[src/rtl/alu_flag_stage.sv]
// alu_flag_stage: 64-bit execute stage that feeds the control unit.
// Takes operands RegA/RegB and an opcode, and returns a registered result
// together with the Z/N/C/V flags that the control unit uses for branches.
// Single-cycle ops deliver their result one cycle after accept. MUL is a
// shift-and-add multiply that processes one multiplier bit per cycle.
// The flag register keeps its value between operations.
//
// Ports:
//   clk, rst            clock, synchronous active-high reset
//   in_valid/in_ready   operand handshake (ready only while idle)
//   opcode, RegA, RegB  operation and operands (RegB also gives the shift amount)
//   out_valid/out_ready result handshake toward the control unit
//   result              registered result
//   fZ, fN, fC, fV      zero / negative / carry / overflow flags
module alu_flag_stage #(
  parameter int WIDTH   = 64,
  parameter int SHAMT_W = 6
) (
  input  logic             clk,
  input  logic             rst,
  input  logic             in_valid,
  output logic             in_ready,
  input  logic [3:0]       opcode,
  input  logic [WIDTH-1:0] RegA,
  input  logic [WIDTH-1:0] RegB,
  output logic             out_valid,
  input  logic             out_ready,
  output logic [WIDTH-1:0] result,
  output logic             fZ,
  output logic             fN,
  output logic             fC,
  output logic             fV
);

  localparam int CNT_W = SHAMT_W + 1;

  localparam logic [1:0] S_IDLE = 2'd0;
  localparam logic [1:0] S_MUL  = 2'd1;
  localparam logic [1:0] S_DONE = 2'd2;

  localparam logic [3:0] OP_ADD   = 4'd0;
  localparam logic [3:0] OP_SUB   = 4'd1;
  localparam logic [3:0] OP_AND   = 4'd2;
  localparam logic [3:0] OP_OR    = 4'd3;
  localparam logic [3:0] OP_XOR   = 4'd4;
  localparam logic [3:0] OP_NOTA  = 4'd5;
  localparam logic [3:0] OP_SHL   = 4'd6;
  localparam logic [3:0] OP_SHR   = 4'd7;
  localparam logic [3:0] OP_SAR   = 4'd8;
  localparam logic [3:0] OP_CMP   = 4'd9;
  localparam logic [3:0] OP_MUL   = 4'd10;
  localparam logic [3:0] OP_PASSB = 4'd11;

  logic [1:0]         state_q, state_d;
  logic [WIDTH-1:0]   result_q, result_d;
  logic               z_q, z_d, n_q, n_d, c_q, c_d, v_q, v_d;
  logic [2*WIDTH-1:0] mcand_q, mcand_d;
  logic [WIDTH-1:0]   mplier_q, mplier_d;
  logic [2*WIDTH-1:0] acc_q, acc_d;
  logic [CNT_W-1:0]   cnt_q, cnt_d;

  // Single-cycle datapath
  logic [WIDTH:0]       add_full, sub_full, shl_full, shr_full, sar_full;
  logic [SHAMT_W-1:0]   shamt;
  logic [WIDTH-1:0]     alu_res, flag_src;
  logic                 alu_c, alu_v;
  logic [2*WIDTH-1:0]   acc_step;

  assign shamt    = RegB[SHAMT_W-1:0];
  assign add_full = {1'b0, RegA} + {1'b0, RegB};
  // Carry out of A + ~B + 1 is the "no borrow" flag (A >= B unsigned).
  assign sub_full = {1'b0, RegA} + {1'b0, ~RegB} + {{WIDTH{1'b0}}, 1'b1};
  // Each shift uses one extra bit so that the last bit shifted out ends up
  // in that spare position. A shift by 0 leaves the spare bit at 0.
  assign shl_full = {1'b0, RegA} << shamt;
  assign shr_full = {RegA, 1'b0} >> shamt;
  assign sar_full = $signed({RegA, 1'b0}) >>> shamt;

  always_comb begin
    alu_res = '0;
    alu_c   = 1'b0;
    alu_v   = 1'b0;
    unique case (opcode)
      OP_ADD: begin
        alu_res = add_full[WIDTH-1:0];
        alu_c   = add_full[WIDTH];
        alu_v   = (RegA[WIDTH-1] == RegB[WIDTH-1]) &&
                  (add_full[WIDTH-1] != RegA[WIDTH-1]);
      end
      OP_SUB, OP_CMP: begin
        alu_res = sub_full[WIDTH-1:0];
        alu_c   = sub_full[WIDTH];
        alu_v   = (RegA[WIDTH-1] != RegB[WIDTH-1]) &&
                  (sub_full[WIDTH-1] != RegA[WIDTH-1]);
      end
      OP_AND:   alu_res = RegA & RegB;
      OP_OR:    alu_res = RegA | RegB;
      OP_XOR:   alu_res = RegA ^ RegB;
      OP_NOTA:  alu_res = ~RegA;
      OP_PASSB: alu_res = RegB;
      OP_SHL: begin
        alu_res = shl_full[WIDTH-1:0];
        alu_c   = shl_full[WIDTH];
      end
      OP_SHR: begin
        alu_res = shr_full[WIDTH:1];
        alu_c   = shr_full[0];
      end
      OP_SAR: begin
        alu_res = sar_full[WIDTH:1];
        alu_c   = sar_full[0];
      end
      default: ;  // reserved and MUL: zero here; MUL finishes in S_MUL
    endcase
  end

  // CMP computes its flags from the difference but leaves result unchanged.
  assign flag_src = alu_res;
  assign acc_step = mplier_q[0] ? (acc_q + mcand_q) : acc_q;

  always_comb begin
    state_d  = state_q;
    result_d = result_q;
    z_d      = z_q;
    n_d      = n_q;
    c_d      = c_q;
    v_d      = v_q;
    mcand_d  = mcand_q;
    mplier_d = mplier_q;
    acc_d    = acc_q;
    cnt_d    = cnt_q;
    unique case (state_q)
      S_IDLE: begin
        if (in_valid) begin
          if (opcode == OP_MUL) begin
            mcand_d  = {{WIDTH{1'b0}}, RegA};
            mplier_d = RegB;
            acc_d    = '0;
            cnt_d    = CNT_W'(WIDTH);
            state_d  = S_MUL;
          end else begin
            result_d = (opcode == OP_CMP) ? result_q : alu_res;
            z_d      = (flag_src == '0);
            n_d      = flag_src[WIDTH-1];
            c_d      = alu_c;
            v_d      = alu_v;
            state_d  = S_DONE;
          end
        end
      end
      S_MUL: begin
        // The multiplicand is shifted left each cycle, so adding it here
        // is the same as adding A << (WIDTH - count).
        acc_d    = acc_step;
        mcand_d  = mcand_q << 1;
        mplier_d = mplier_q >> 1;
        cnt_d    = cnt_q - CNT_W'(1);
        if (cnt_q == CNT_W'(1)) begin
          result_d = acc_step[WIDTH-1:0];
          z_d      = (acc_step[WIDTH-1:0] == '0);
          n_d      = acc_step[WIDTH-1];
          c_d      = 1'b0;
          v_d      = |acc_step[2*WIDTH-1:WIDTH];
          state_d  = S_DONE;
        end
      end
      S_DONE: begin
        if (out_ready) state_d = S_IDLE;
      end
      default: state_d = S_IDLE;
    endcase
  end

  always_ff @(posedge clk) begin
    if (rst) begin
      state_q  <= S_IDLE;
      result_q <= '0;
      z_q      <= 1'b0;
      n_q      <= 1'b0;
      c_q      <= 1'b0;
      v_q      <= 1'b0;
      mcand_q  <= '0;
      mplier_q <= '0;
      acc_q    <= '0;
      cnt_q    <= '0;
    end else begin
      state_q  <= state_d;
      result_q <= result_d;
      z_q      <= z_d;
      n_q      <= n_d;
      c_q      <= c_d;
      v_q      <= v_d;
      mcand_q  <= mcand_d;
      mplier_q <= mplier_d;
      acc_q    <= acc_d;
      cnt_q    <= cnt_d;
    end
  end

  assign in_ready  = (state_q == S_IDLE);
  assign out_valid = (state_q == S_DONE);
  assign result    = result_q;
  assign fZ        = z_q;
  assign fN        = n_q;
  assign fC        = c_q;
  assign fV        = v_q;

endmodule
[config.mk]
export PLATFORM = sky130hd
export DESIGN_NAME = alu_flag_stage
export DESIGN_NICKNAME = d
export VERILOG_FILES = /design/src/rtl/alu_flag_stage.sv
export SDC_FILE = /design/constraint.sdc
export NUM_CORES = 2
export LEC_CHECK = 0
export CORE_MARGIN = 2
export CORE_UTILIZATION = 29
export CTS_CLUSTER_SIZE = 20
export DETAILED_ROUTE_END_ITERATION = 10
export PLACE_DENSITY_LB_ADDON = 0.15
export SETUP_SLACK_MARGIN = 0.5
export SKIP_CTS_REPAIR_TIMING = 1
export SLEW_MARGIN = 25
export SYNTH_ARGS = -nofsm -noshare
export SYNTH_HDL_FRONTEND = slang
export SYNTH_SLANG_ARGS = --single-unit
export TNS_END_PERCENT = 30
[constraint.sdc]
create_clock -name clk -period 17.3 [get_ports clk]
set_input_delay 2.595 -clock clk [delete_from_list [all_inputs] [get_ports clk]]
set_output_delay 2.595 -clock clk [all_outputs]
set_load 0.05 [all_outputs]
==> metrics.yaml <==
clocking:
  cts_tree: "built"
  clk_root_buffer_cell: "clkbuf_16"
  clock_tree.buffer_depth: 3
  path_clk_slew_ps: 60
  h-tree-depth: 2
  worstSkewPairLatency_ps: 710
  numClockSinks: 397
  cts_buffers: 53
global_routing:
  antenna_found_initial: 25
  grt-ovfl-total: 0
  grt_first_pass_wirelength_um: 405000
  grt_max_degree: 134
  grt_usage_pct: 33.1
  grt_pass1_vias: 51800
sta:
  finClkSkew_ps: 39.4
  tightest_slew_ps: 1300
  relSlewSlack_pct: 11.1
  setup_viol: 0
  timing.hold.ws_ps: 449
  fmaxAchievable_mhz: 109
  tns_ps: 0
  final.period_utilization_pct: 53.1
  hold_viol: 0
  min_period_ps: 9180
  drv_slew: 0
  grt_setup_unrepaired: "false"
logic_synthesis:
  synth-edff-count: 0
  synthTopCellsByArea: "dfxtp_1, ha_1, a21oi_1"
  synthArstFlopShare_pct: 0
  synth_area_um2: 47400
  seq_area_frac_synth_pct: 16.8
  synth-main-ff-cell: "dfxtp_1"
  synthCells: 6615
  synth_most_common_cell: "nor2_1"
  yosysWarnings: 0
  synth_top_cell_area_share_pct: 16.8
  ys_types: 97
  netlist_top_cells_count: "nor2_1, a21oi_1, nand2_1"
  synth_top_area_cell: "dfxtp_1"
  syn_nets: 7093
  syn_area_per_cell_um2: 7.17
  yosys_register_bits: 397
critical_path:
  cp.arrival_ps: 9810
  cp-end-kind: "flip-flop"
  regToRegEndpoint: "fZ$_SDFFE_PP0P_"
  slowest_delay_ps: 870
  r2r_cells: 16
  cp-start-kind: "input port"
  r2r_slack_ps: 10830
  cp_common_cell: "nor4_1"
  crit_required_ps: 17930
  worstPathCellList: "clkbuf_8, buf_4, buf_4, mux4_2, mux2i_1, or3_1, a21boi_0, o21ai_0, nor3_1, nand3_1, nor4_1, nand4_1, nor4_1, nand4_1, nor4_1, and4_1, a31o_1"
  cpMaxStageDelayCell: "buf_4"
  criticalPathCategory: "input port to flip-flop"
  path_max_fanout: 65
  r2r-start: "mcand_q[0]$_SDFFE_PP0P_"
pwr:
  power_density_nw_per_um2: 63.4
  p_comb_share_pct: 36.8
  leakage_nw: 20.2
  power_mw: 3.37
  peakVddDrop_uv: 80.7
  power_switching_mw: 1.40
  internal-power_mw: 1.97
  clkPwrFrac_pct: 35.0
  seq_power_share_pct: 28.1
  p_sw_share_pct: 41.5
routing:
  via_per_inst: 6.35
  ant_nets: 0
  wl_per_cell_um: 33.2
  drt_first_pass_iters: 10
  drc: 0
  wl_um: 289000
  vias: 55200
  drt_first_iter_violations: 6845
placed_design:
  place.gp.congestion: 1.06
  dp_hpwl_um: 228000
  port_buffers: 205
  placed_area_um2: 51300
die:
  dieHeight_um: 408
  io_pins: 206
  die_w_um: 408
  row_count: 148
  die_area_um2: 167000
  start_util_pct: 29.2
  core_um2: 163000
finish:
  fin_area_um2: 53100
  fin_util_pct: 32.7
  n_fill_cell: 17800
  layout-drive-gt1-share_pct: 8.33
  fin_nets: 6955
  syn_to_final_growth_pct: 12.0
worst_hold_path:
  min_to: "result[43]$_SDFFE_PP0P_"
  hold_class: "flip-flop to flip-flop"
  hold_start: "result[43]$_SDFFE_PP0P_"
  hold_depth: 2
job:
  max_cap_violations: 0
status:
  outcome: "complete, no violations"
[cells in the final DEF (no fill, tap or decap), types with 155 or more instances in the layout]
cell	n
nand2_1	653
nor2_1	851
dfxtp_1	396
ha_1	339
nor3_1	164
a21oi_1	661
a22oi_1	156
mux2i_1	168
inv_1	245
clkdlybuf4s50_1	195
buf_4	155
o21ai_0	382
[worst max path at each step]
stage             start               to  slack [ps]
2_1_floorplan   RegB[2]  fZ$_SDFFE_PP0P_        9270
3_3_place_gp   RegA[14]  fZ$_SDFFE_PP0P_        7360
3_5_place_dp   RegA[13]  fZ$_SDFFE_PP0P_        7310
4_1_cts        RegA[13]  fZ$_SDFFE_PP0P_        8050
5_1_grt         RegB[1]  fZ$_SDFFE_PP0P_        8050
6_report        RegB[1]  fZ$_SDFFE_PP0P_        8120
[critical path, delay by kind of cell]
kind / cells / cell delay [ps]
multiplexers: 2 / 890
AND/OR/NAND/NOR: 9 / 2890
AO/OA/AOI/OAI: 3 / 1270
buffers and inverters: 3 / 2010
[cell families after synthesis]
family                     count (synthesis)  synth area share, %
DFF                                      397                 16.8
muxes                                    358                 10.7
buffers and inverters                    803                 6.65
adders and majority gates                342                 9.07
xor gates and xnor gates                 121                 2.24
and+or+nand+nor                         2305                 22.3
AOI/OAI and AO/OA                       2289                 32.3
[power by group through the flow]
stage	Combinational (mW)	Sequential (mW)	Clock [mW]
after floorplan	0.613	1.01	0
after global placement	1.20	0.967	0
after detailed placement	1.19	0.967	0
after CTS	1.19	0.947	1.22
after global routing	1.28	0.948	1.25
final	1.24	0.947	1.18
[area by class of cell]
cell class | instances | area, µm² | share of cell area, %
repair buffers | 359 | 3210 | 6.05
clock buffers | 69 | 1480 | 2.78
multi-input cells | 5415 | 36500 | 68.7
flip-flops and latches | 397 | 7950 | 15.0
clock inverters | 27 | 327 | 0.615
diodes | 7 | 17.5 | 0.0330
inverters | 251 | 943 | 1.78
well taps | 2175 | 2720 | 5.12
[state kept, by name (all words and copies together), names as in the netlist, 2 cells and up]
name and count:
acc_q 128, state_q 2, result 64, mcand_q 128
cnt_q 7, mplier_q 64
[layer usage]
layer | global-route usage (%) | wire length, µm | up-vias
met5 | 0 | 113 | -
met4 | 13.3 | 12800 | 16
met3 | 6.75 | 25500 | 471
met2 | 50.3 | 124000 | 2614
met1 | 45.6 | 127000 | 27600
li1 | - | - | 24500
[stage by stage]
| stage | setup slack (ps) | std cells |
|---|---|---|
| after floorplan | 9270 | 6615 |
| after global placement | 7360 | 8595 |
| after detailed placement | 7310 | 8596 |
| after CTS | 8050 | 8692 |
| after global routing | 8050 | 8695 |
| final | 8120 | 8700 |
(Power assumes the default switching activity.)
